<file path="config.mk">
export PLATFORM = sky130hd
export DESIGN_NAME = sram_arbiter_flat
export DESIGN_NICKNAME = d
export VERILOG_FILES = /design/src/rtl/sram_arbiter_pkg.sv /design/src/rtl/sram_arbiter_if.sv /design/src/rtl/sram_arbiter_rr_arb2.sv /design/src/rtl/sram_arbiter.sv /design/src/flat_wrapper.sv
export SDC_FILE = /design/constraint.sdc
export NUM_CORES = 1
export LEC_CHECK = 0
export BUFFER_PORTS_ARGS = -buffer_cell sky130_fd_sc_hd__buf_2
export CAP_MARGIN = 20
export CORE_MARGIN = 3
export CORE_UTILIZATION = 45
export DETAILED_ROUTE_END_ITERATION = 8
export PLACE_DENSITY = 0.78
export SLEW_MARGIN = 0
export SYNTH_ARGS = -nofsm -noshare
export SYNTH_HDL_FRONTEND = slang
export SYNTH_SLANG_ARGS = --single-unit
</file>
<file path="constraint.sdc">
create_clock -name clk -period 1.7 [get_ports clk]
set_input_delay 0.085 -clock clk [delete_from_list [all_inputs] [get_ports clk]]
set_output_delay 0.085 -clock clk [all_outputs]
set_load 0.01 [all_outputs]
</file>
<file path="src/rtl/sram_arbiter_pkg.sv">
// ----------------------------------------------------------------------------
// sram_arbiter_pkg
// Shared definitions for the two-port SRAM arbiter: the sequencer state
// encoding, the requester port indices and a helper that turns the one-hot
// grant into a port index.
// ----------------------------------------------------------------------------
package sram_arbiter_pkg;

    // Sequencer states: wait for a request, drive the SRAM strobe, respond.
    typedef enum logic [1:0] {
        ST_IDLE   = 2'd0,
        ST_ACCESS = 2'd1,
        ST_RESP   = 2'd2
    } state_e;

    // Port 0 is instruction fetch, port 1 is load/store.
    localparam logic PORT_FETCH = 1'b0;
    localparam logic PORT_LSU   = 1'b1;

    // With only two ports, the grant is one-hot, so the LSU bit alone
    // names the winner.
    function automatic logic grant_index(input logic [1:0] gnt);
        return gnt[PORT_LSU];
    endfunction

endpackage

</file>
<file path="src/rtl/sram_arbiter_if.sv">
// ----------------------------------------------------------------------------
// sram_arbiter_if
// Bundles the two requester handshakes and the SRAM macro pins that the
// arbiter sits between.
//   req*/we*/addr*/wdata*  : requester -> arbiter
//   gnt*/rsp_valid*/rdata* : arbiter -> requester
//   sram_cs/we/addr/wdata  : arbiter -> SRAM macro
//   sram_rdata             : SRAM macro -> arbiter (registered in the macro)
//   busy                   : arbiter status, high while a transaction is open
// Modport slave is the arbiter side; master is the requester/SRAM side.
// ----------------------------------------------------------------------------
interface sram_arbiter_if #(
    parameter int ADDR  = 8,
    parameter int WIDTH = 32
);
    logic             req0;
    logic             we0;
    logic [ADDR-1:0]  addr0;
    logic [WIDTH-1:0] wdata0;
    logic             gnt0;
    logic             rsp_valid0;
    logic [WIDTH-1:0] rdata0;

    logic             req1;
    logic             we1;
    logic [ADDR-1:0]  addr1;
    logic [WIDTH-1:0] wdata1;
    logic             gnt1;
    logic             rsp_valid1;
    logic [WIDTH-1:0] rdata1;

    logic             sram_cs;
    logic             sram_we;
    logic [ADDR-1:0]  sram_addr;
    logic [WIDTH-1:0] sram_wdata;
    logic [WIDTH-1:0] sram_rdata;

    logic             busy;

    modport slave (
        input  req0, we0, addr0, wdata0,
        output gnt0, rsp_valid0, rdata0,
        input  req1, we1, addr1, wdata1,
        output gnt1, rsp_valid1, rdata1,
        output sram_cs, sram_we, sram_addr, sram_wdata,
        input  sram_rdata,
        output busy
    );

    modport master (
        output req0, we0, addr0, wdata0,
        input  gnt0, rsp_valid0, rdata0,
        output req1, we1, addr1, wdata1,
        input  gnt1, rsp_valid1, rdata1,
        input  sram_cs, sram_we, sram_addr, sram_wdata,
        output sram_rdata,
        input  busy
    );

endinterface

</file>
<file path="src/rtl/sram_arbiter_rr_arb2.sv">
// ----------------------------------------------------------------------------
// rr_arb2
// Combinational two-way round-robin pick.
//   req_i      : request vector, bit 0 = fetch, bit 1 = load/store
//   last_gnt_i : port that won the previous grant
//   gnt_o      : one-hot grant (all zero when nobody requests)
// A lone requester always wins; under contention the port that did not win
// last time is chosen.
// ----------------------------------------------------------------------------
module rr_arb2
    import sram_arbiter_pkg::*;
(
    input  logic [1:0] req_i,
    input  logic       last_gnt_i,
    output logic [1:0] gnt_o
);

    always_comb begin
        gnt_o = 2'b00;
        if (req_i[PORT_FETCH] && req_i[PORT_LSU]) begin
            if (last_gnt_i == PORT_LSU) begin
                gnt_o[PORT_FETCH] = 1'b1;
            end else begin
                gnt_o[PORT_LSU] = 1'b1;
            end
        end else begin
            gnt_o = req_i;
        end
    end

endmodule

</file>
<file path="src/rtl/sram_arbiter.sv">
// ----------------------------------------------------------------------------
// sram_arbiter
// Arbitrates the fetch and load/store ports onto a single-port SRAM macro
// and sequences each access as IDLE (grant) -> ACCESS (strobe) -> RESP
// (response), i.e. at most one transaction every three cycles.
//   clk   : system clock, everything on posedge
//   rst_n : asynchronous active-low reset
//   bus   : requester handshakes, SRAM pins and busy (slave modport)
// ----------------------------------------------------------------------------
module sram_arbiter
    import sram_arbiter_pkg::*;
#(
    parameter int ADDR  = 8,
    parameter int WIDTH = 32
) (
    input  logic          clk,
    input  logic          rst_n,
    sram_arbiter_if.slave bus
);

    state_e           state_q, state_d;
    logic             sel_q, sel_d;
    logic             last_gnt_q, last_gnt_d;
    logic             cs_q, cs_d;
    logic             we_q, we_d;
    logic             rd_q, rd_d;
    logic [ADDR-1:0]  addr_q, addr_d;
    logic [WIDTH-1:0] wdata_q, wdata_d;
    logic [WIDTH-1:0] rdata0_q, rdata0_d;
    logic [WIDTH-1:0] rdata1_q, rdata1_d;

    logic [1:0]       req_vec;
    logic [1:0]       arb_gnt;
    logic [1:0]       gnt;
    logic [1:0]       rsp;
    logic             win;

    // Requests are masked during reset so the combinational grant stays low
    // while rst_n is asserted.
    assign req_vec = {bus.req1, bus.req0} & {2{rst_n}};

    rr_arb2 u_arb (
        .req_i      (req_vec),
        .last_gnt_i (last_gnt_q),
        .gnt_o      (arb_gnt)
    );

    assign win = grant_index(arb_gnt);

    // State and datapath registers. last_gnt resets to the LSU port so the
    // fetch port wins the first contention.
    always_ff @(posedge clk or negedge rst_n) begin
        if (!rst_n) begin
            state_q    <= ST_IDLE;
            sel_q      <= PORT_FETCH;
            last_gnt_q <= PORT_LSU;
            cs_q       <= 1'b0;
            we_q       <= 1'b0;
            rd_q       <= 1'b0;
            addr_q     <= '0;
            wdata_q    <= '0;
            rdata0_q   <= '0;
            rdata1_q   <= '0;
        end else begin
            state_q    <= state_d;
            sel_q      <= sel_d;
            last_gnt_q <= last_gnt_d;
            cs_q       <= cs_d;
            we_q       <= we_d;
            rd_q       <= rd_d;
            addr_q     <= addr_d;
            wdata_q    <= wdata_d;
            rdata0_q   <= rdata0_d;
            rdata1_q   <= rdata1_d;
        end
    end

    // Next-state and output decode. rd_q remembers the direction after
    // sram_we has been dropped, so RESP knows whether to capture read data.
    always_comb begin
        state_d    = state_q;
        sel_d      = sel_q;
        last_gnt_d = last_gnt_q;
        cs_d       = cs_q;
        we_d       = we_q;
        rd_d       = rd_q;
        addr_d     = addr_q;
        wdata_d    = wdata_q;
        rdata0_d   = rdata0_q;
        rdata1_d   = rdata1_q;
        gnt        = 2'b00;
        rsp        = 2'b00;

        case (state_q)
            ST_IDLE: begin
                if (arb_gnt != 2'b00) begin
                    gnt        = arb_gnt;
                    sel_d      = win;
                    last_gnt_d = win;
                    cs_d       = 1'b1;
                    if (win == PORT_LSU) begin
                        we_d    = bus.we1;
                        addr_d  = bus.addr1;
                        wdata_d = bus.wdata1;
                    end else begin
                        we_d    = bus.we0;
                        addr_d  = bus.addr0;
                        wdata_d = bus.wdata0;
                    end
                    rd_d    = !we_d;
                    state_d = ST_ACCESS;
                end
            end

            ST_ACCESS: begin
                cs_d    = 1'b0;
                we_d    = 1'b0;
                state_d = ST_RESP;
            end

            ST_RESP: begin
                rsp[sel_q] = 1'b1;
                if (rd_q) begin
                    if (sel_q == PORT_LSU) begin
                        rdata1_d = bus.sram_rdata;
                    end else begin
                        rdata0_d = bus.sram_rdata;
                    end
                end
                state_d = ST_IDLE;
            end

            default: begin
                state_d = ST_IDLE;
            end
        endcase
    end

    // rdata is taken from the next-state value so that read data reaches
    // the requester in the same cycle as rsp_valid; the register then holds
    // it until the next read on that port.
    assign bus.gnt0       = gnt[PORT_FETCH];
    assign bus.gnt1       = gnt[PORT_LSU];
    assign bus.rsp_valid0 = rsp[PORT_FETCH];
    assign bus.rsp_valid1 = rsp[PORT_LSU];
    assign bus.rdata0     = rdata0_d;
    assign bus.rdata1     = rdata1_d;
    assign bus.sram_cs    = cs_q;
    assign bus.sram_we    = we_q;
    assign bus.sram_addr  = addr_q;
    assign bus.sram_wdata = wdata_q;
    assign bus.busy       = (state_q != ST_IDLE);

endmodule

</file>
<file path="src/flat_wrapper.sv">
// flat-port wrapper written by rule: the top's interface ports become plain ports
module sram_arbiter_flat import sram_arbiter_pkg::*;
#(
    parameter int ADDR  = 8,
    parameter int WIDTH = 32
)
  (clk, rst_n, bus_req0, bus_we0, bus_addr0, bus_wdata0, bus_gnt0, bus_rsp_valid0, bus_rdata0, bus_req1, bus_we1, bus_addr1, bus_wdata1, bus_gnt1, bus_rsp_valid1, bus_rdata1, bus_sram_cs, bus_sram_we, bus_sram_addr, bus_sram_wdata, bus_sram_rdata, bus_busy);
  sram_arbiter_if #(.ADDR(ADDR), .WIDTH(WIDTH)) bus_i ();
  input  logic clk;
  input  logic rst_n;
  input wire logic [$bits(bus_i.req0)-1:0] bus_req0;
  input wire logic [$bits(bus_i.we0)-1:0] bus_we0;
  input wire logic [$bits(bus_i.addr0)-1:0] bus_addr0;
  input wire logic [$bits(bus_i.wdata0)-1:0] bus_wdata0;
  output wire logic [$bits(bus_i.gnt0)-1:0] bus_gnt0;
  output wire logic [$bits(bus_i.rsp_valid0)-1:0] bus_rsp_valid0;
  output wire logic [$bits(bus_i.rdata0)-1:0] bus_rdata0;
  input wire logic [$bits(bus_i.req1)-1:0] bus_req1;
  input wire logic [$bits(bus_i.we1)-1:0] bus_we1;
  input wire logic [$bits(bus_i.addr1)-1:0] bus_addr1;
  input wire logic [$bits(bus_i.wdata1)-1:0] bus_wdata1;
  output wire logic [$bits(bus_i.gnt1)-1:0] bus_gnt1;
  output wire logic [$bits(bus_i.rsp_valid1)-1:0] bus_rsp_valid1;
  output wire logic [$bits(bus_i.rdata1)-1:0] bus_rdata1;
  output wire logic [$bits(bus_i.sram_cs)-1:0] bus_sram_cs;
  output wire logic [$bits(bus_i.sram_we)-1:0] bus_sram_we;
  output wire logic [$bits(bus_i.sram_addr)-1:0] bus_sram_addr;
  output wire logic [$bits(bus_i.sram_wdata)-1:0] bus_sram_wdata;
  input wire logic [$bits(bus_i.sram_rdata)-1:0] bus_sram_rdata;
  output wire logic [$bits(bus_i.busy)-1:0] bus_busy;
  assign bus_i.req0 = bus_req0;
  assign bus_i.we0 = bus_we0;
  assign bus_i.addr0 = bus_addr0;
  assign bus_i.wdata0 = bus_wdata0;
  assign bus_gnt0 = bus_i.gnt0;
  assign bus_rsp_valid0 = bus_i.rsp_valid0;
  assign bus_rdata0 = bus_i.rdata0;
  assign bus_i.req1 = bus_req1;
  assign bus_i.we1 = bus_we1;
  assign bus_i.addr1 = bus_addr1;
  assign bus_i.wdata1 = bus_wdata1;
  assign bus_gnt1 = bus_i.gnt1;
  assign bus_rsp_valid1 = bus_i.rsp_valid1;
  assign bus_rdata1 = bus_i.rdata1;
  assign bus_sram_cs = bus_i.sram_cs;
  assign bus_sram_we = bus_i.sram_we;
  assign bus_sram_addr = bus_i.sram_addr;
  assign bus_sram_wdata = bus_i.sram_wdata;
  assign bus_i.sram_rdata = bus_sram_rdata;
  assign bus_busy = bus_i.busy;
  sram_arbiter #(.ADDR(ADDR), .WIDTH(WIDTH)) u_core (.clk(clk), .rst_n(rst_n), .bus(bus_i));
endmodule
</file>
==> results of run 1 <==
cells in the mapped netlist:
cell | instances | area (um^2)
dfrtp_1 | 110 | 2753
o21ai_0 | 42 | 210.2
a21oi_1 | 41 | 205.2
a31oi_1 | 40 | 250.2
or3b_1 | 39 | 341.6
mux2_1 | 35 | 394.1
mux2_2 | 29 | 326.6
clkbuf_1 | 22 | 82.58
buf_2 | 5 | 25.02
buf_4 | 4 | 30.03
buf_6 | 4 | 45.04
clkbuf_2 | 3 | 15.01
inv_1 | 3 | 11.26
nand2_1 | 3 | 11.26
a21o_1 | 2 | 15.01
and2_1 | 2 | 12.51
nor3b_2 | 2 | 25.02
or3b_2 | 2 | 17.52
a21boi_0 | 1 | 7.510
a311oi_1 | 1 | 8.760
a31o_2 | 1 | 8.760
and3b_1 | 1 | 8.760
dfstp_2 | 1 | 26.28
inv_2 | 1 | 3.750
nor2_1 | 1 | 3.750
nor2b_1 | 1 | 6.260
nor4_2 | 1 | 12.51
o2111a_1 | 1 | 11.26
or2_0 | 1 | 6.260
worst paths after layout:
path | from | end | slack (ps) | cells after the start
setup reg to reg | u_core.state_q[0] | u_core.rdata0_q[27] | -10 | 6
hold / removal | bus_wdata1[11] | u_core.bus.sram_wdata[11] | 50 | 3
setup / recovery | u_core.state_q[0] | bus_rdata0[13] | -300 | 5
min in group asynchronous | rst_n | u_core.bus.sram_addr[5] | 340 | 3
hold reg to reg | u_core.rdata1_q[26] | u_core.rdata1_q[26] | 510 | 1
max in group asynchronous | rst_n | u_core.rdata0_q[27] | 240 | 4
area by class of cell:
type / instances / area (um^2)
inverters: 4 / 17.52
fillers: 609 / 2132
multi-input cells: 246 / 2167
repair buffers: 363 / 2928
clock inverters: 5 / 81.33
clock buffers: 11 / 141.4
well taps: 136 / 170.2
flip-flops and latches: 111 / 2779
worst register-to-register path, stage by stage (launching register included):
cell and delay, ps:
dfrtp_1 410, nor3b_2 220, and2_4 270, buf_12 180, mux2_4 330, buf_6 120
buf_6 100
metrics by stage:
step           instance area [um^2]  util, %  setup TNS, ps  hold slack, ps
5_1_grt                        8284    79.53         -21740           44.47
3_5_place_dp                   6183    59.36              0           133.0
3_3_place_gp                   6183    59.36              0           129.4
4_1_cts                        7425    71.28         -19820           24.74
2_1_floorplan                  4875        -              0          -210.6
6_report                       8284    79.53         -17430           48.46
layer usage:
metal  track usage, %  up-vias
met5                0        -
met4            9.973        0
met3            5.533       46
met2            44.24      263
met1            29.30     2319
li1                 -     2140
flip-flops by register name (all words and copies together) (netlist names):
name and count:
u_core.bus.sram_we 1, u_core.bus.sram_cs 1, u_core.sel_q 1, u_core.bus.sram_wdata 32, u_core.state_q 2, u_core.rdata0_q 32
u_core.bus.sram_addr 8, u_core.rdata1_q 32, u_core.rd_q 1, u_core.last_gnt_q 1
cell families after synthesis:
logic type      share of synthesized area (%)
compound gates                          14.71
buf+inv                                 4.363
flops                                   57.01
mux                                     14.78
simple gates                            9.138
what timing repair did:
action,4_1_cts,5_1_grt
resized for setup,39,127
hold buffers,73,0
setup endpoints to repair,64,72
buffers inserted,9,32
gates cloned,3,3
pin swaps,3,7
hold endpoints to repair,154,0
where the power goes:
group | leakage, nW | switching (mW) | total, mW | internal [mW]
clock network | 0.110 | 0.904 | 1.78 | 0.872
logic | 2.61 | 2.52 | 6.14 | 3.63
registers | 1.29 | 0.503 | 4.18 | 3.68
==> out/metrics.csv, run 1 <==
metric,value,unit
grt_pass1_wl,23140,um
critPathSlowestCell,dfrtp_1,
wl_met2,9275,um
grt_use_total,24.97,%
final_cell_mix,"buf_2, dfrtp_1, dlygate4sd3_1, buf_6, mux2_4",
die_x,110.1,um
drv_slew,0,
drc,0,
cts_tree,done,
wl_met3,1353,um
finalNonFillerCells,876,
drive_gt1_share,51.89,%
initial_core_util,46.80,%
first_pass_iters,5,
path_clk_slew,100,ps
ir_drop,0.0009869,V
antenna_found_initial,0,
ys.warnings.count,0,
hold_viol,0,
fmax,0.4995,GHz
cp_max_fo,8,
met1Wirelength,6658,um
core_area,10420,um^2
nNetsFinal,853,
syn_area,4875,um^2
crit_path_end_kind,primary output,
maxUsedRoutingLayer,met4,
worstPathArrival,1920,ps
hold_path.class,in2reg,
avgRoutedWirePerCell,20.39,um
rows,37,
finalPower,12.10,mW
crit_path_start_kind,register,
die-area,12120,um^2
ioPinCount,229,
period_needed,2002,ps
dp.cells,741,
crit_chain,nor3b_2 -> and2_4 -> clkbuf_16 -> mux2_4 -> buf_6,
vias_per_cell,5.443,
fin_skew,5.600,ps
cp_top_family,simple AND/OR/NAND/NOR gates,
syn_to_final_growth,69.94,%
ys_ff_latch,111,
fp.dieH,110.1,um
clk_path_buf_depth,2,
syn_nets,517,
io_buffers,228,
gp_congestion,0.8121,
grt_max_degree,61,
setup_viol,66,
crit_type,reg2out,
layout_commonest_cell,buf_2,
cap_violations,0,
cts_buffers,9,
slew_headroom,53.44,%
fin_crit_sh,117.8,%
syn-instance-count,399,
vias,4768,
clock-sinks,111,
dp_hpwl,9385,um
power_leakage,4.005,nW
drtIter0Drc,334,
cpPeakStageDelay,410,ps
worstPathRequired,1620,ps
wl,17870,um
insertion_delay,370,ps
power_density,1461,nW/um^2
diodes,0,
place_ws,52.01,ps
synth.avg_cell_area,12.22,um^2
outcome,"finished, violations left",
rsz0062_at_grt,true,
ys_seq_area_share,57.01,%
failed_checks,setup timing,
synthDistinctLibCells,29,
cp.buffers_inverters,2,
grt-ovfl-total,0,
postRouteAntennaNets,0,
h-tree-depth,3,
root_buffer,clkbuf_8,
first_global_vias,4555,
worst_pin_slew,698.3,ps
fin_ws,-301.9,ps
(Power assumes the default switching activity.)
==> run 2: changes to the inputs <==
--- a/config.mk
+++ b/config.mk
@@ -11,6 +11,7 @@
 export CORE_UTILIZATION = 45
 export DETAILED_ROUTE_END_ITERATION = 8
 export PLACE_DENSITY = 0.78
+export SETUP_SLACK_MARGIN = 0.3
 export SLEW_MARGIN = 0
 export SYNTH_ARGS = -nofsm -noshare
 export SYNTH_HDL_FRONTEND = slang
==> out/metrics.csv, run 2 (synthesis results as in run 1) <==
metric,value,unit,change
hold_path.class,in2reg,,unchanged
power_density,1379,nW/um^2,was 1461 nW/um^2
postRouteAntennaNets,0,,unchanged
root_buffer,clkbuf_8,,unchanged
hold_viol,0,,unchanged
crit_path_end_kind,primary output,,unchanged
outcome,"finished, violations left",,unchanged
drc,0,,unchanged
nNetsFinal,854,,was 853
worst_pin_slew,924.4,ps,was 698.3 ps
gp_congestion,0.7954,,was 0.8121
cp_max_fo,7,,was 8
grt_max_degree,75,,was 61
power_leakage,4.160,nW,was 4.005 nW
cap_violations,0,,unchanged
antenna_found_initial,1,,was 0
crit_path_start_kind,register,,unchanged
fin_crit_sh,115.7,%,was 117.8%
crit_type,reg2out,,unchanged
drtIter0Drc,295,,was 334
io_buffers,228,,unchanged
wl,19780,um,was 17870 um
vias_per_cell,5.549,,was 5.443
fmax,0.5082,GHz,was 0.4995 GHz
initial_core_util,46.80,%,unchanged
cts_tree,done,,unchanged
ir_drop,0.0009775,V,was 0.0009869 V
cts_buffers,9,,unchanged
place_area,6439,um^2,was 6183 um^2
rows,37,,unchanged
layout_commonest_cell,buf_2,,unchanged
clock-sinks,111,,unchanged
avgRoutedWirePerCell,22.53,um,was 20.39 um
worstPathRequired,1620,ps,about the same
insertion_delay,380,ps,was 370 ps
clk_path_buf_depth,2,,unchanged
grt_pass1_wl,27540,um,was 23140 um
vias,4872,,was 4768
worstPathArrival,1880,ps,was 1920 ps
fin_area,9047,um^2,was 8284 um^2
first_global_vias,5032,,was 4555
fin_ws,-267.6,ps,was -301.9 ps
holdWs,31.41,ps,was 48.46 ps
grt_use_met2,54.55,%,was 44.24%
finalPower,12.48,mW,was 12.10 mW
setup_viol,65,,was 66
slew_headroom,38.38,%,was 53.44%
fp.dieH,110.1,um,unchanged
dp.cells,742,,was 741
grt_use_total,30.37,%,was 24.97%
core_area,10420,um^2,unchanged
period_needed,1968,ps,was 2002 ps
place_ws,117.2,ps,was 52.01 ps
final_cell_mix,"buf_2, dfrtp_1, buf_6, dlygate4sd3_1, mux2_4",,"was buf_2, dfrtp_1, dlygate4sd3_1, buf_6, mux2_4"
die_x,110.1,um,unchanged
ioPinCount,229,,unchanged
finalNonFillerCells,878,,was 876
dp_hpwl,9420,um,was 9385 um
drive_gt1_share,59.65,%,was 51.89%
die-area,12120,um^2,unchanged
grt-ovfl-total,0,,unchanged
rsz0062_at_grt,true,,unchanged
use_met3,7.630,%,was 5.533%
path_clk_slew,100,ps,about the same
failed_checks,setup timing,,unchanged
h-tree-depth,3,,unchanged
fin_skew,8.137,ps,was 5.600 ps
drv_slew,0,,unchanged
grt-busiest-layer,met2,,unchanged
first_pass_iters,5,,unchanged
use_met1,34.91,%,was 29.30%
syn_to_final_growth,85.60,%,was 69.94%
n_fill_cell,473,,was 609
-- run 2: changes by cell type in the layout (fill, tap and decap cells not counted), moves of 5 or more --
cell           previous run  this run
buf_4                    47        12
a21oi_1                  41         7
buf_6                    68        96
a21oi_2                   0        26
a31oi_4                   0        13
a31oi_1                  39        27
a21oi_4                   0         8
buf_16                    3        11
dlygate4sd3_1            73        65
buf_12                    5        10
buf_8                     0         5
-- run 2: path summary, 6_finish.rpt --
| check | cells past startpoint | startpoint | slack (ps) | to |
|---|---|---|---|---|
| max | 5 | u_core.state_q[0] | -270 | bus_rdata1[19] |
| min | 3 | bus_wdata1[5] | 30 | u_core.bus.sram_wdata[5] |
| max reg2reg | 8 | u_core.state_q[1] | -50 | u_core.bus.sram_wdata[27] |
| min reg2reg | 1 | u_core.rdata0_q[6] | 520 | u_core.rdata0_q[6] |
| max in group asynchronous | 3 | rst_n | 700 | u_core.rdata1_q[1] |
| min in group asynchronous | 3 | rst_n | 50 | u_core.rdata0_q[22] |
-- run 2: what timing repair did --
action / 4_1_cts / 5_1_grt
cloned: 13 / 2
buffers inserted: 25 / 13
resized for setup: 155 / 49
pin swaps: 43 / 16
hold buffers: 65 / 1
hold endpoints to repair: 147 / 1
setup endpoints to repair: 167 / 177
-- run 2: worst max-delay path: stages (launching register included) --
cell	delay (ps)
dfrtp_1	420
and3b_2	310
nand2_8	120
buf_8	180
mux2_4	330
buf_6	130
-- run 2: per-layer routing --
metal / vias up / routed length [um]
met3: 57 / 1458
li1: 2148 / -
met2: 266 / 10350
met4: 2 / 668
met5: - / 13
met1: 2399 / 7289
-- run 2: report_power, final --
group | total (mW) | switching (mW) | internal, mW
logic | 6.71 | 2.74 | 3.97
registers | 4.24 | 0.559 | 3.68
clock network | 1.53 | 0.968 | 0.558
total | 12.5 | 4.27 | 8.20
-- run 2: final cells by class --
type / instances / area, um^2 / share of cell area [%]
well taps: 136 / 170.2 / 1.881
inverters: 4 / 20.02 / 0.2213
repair buffers: 364 / 3328 / 36.79
multi-input cells: 246 / 2567 / 28.38
diodes: 1 / 2.502 / 0.02766
clock inverters: 6 / 52.55 / 0.5808
clock buffers: 10 / 127.6 / 1.411
flip-flops and latches: 111 / 2779 / 30.72
-- run 2: through the flow --
step                util (%)  setup TNS (ps)
floorplan                  -               0
global placement       61.81               0
detailed placement     61.81               0
CTS                    82.91          -14500
global route           86.83          -19890
finish                 86.86          -15270
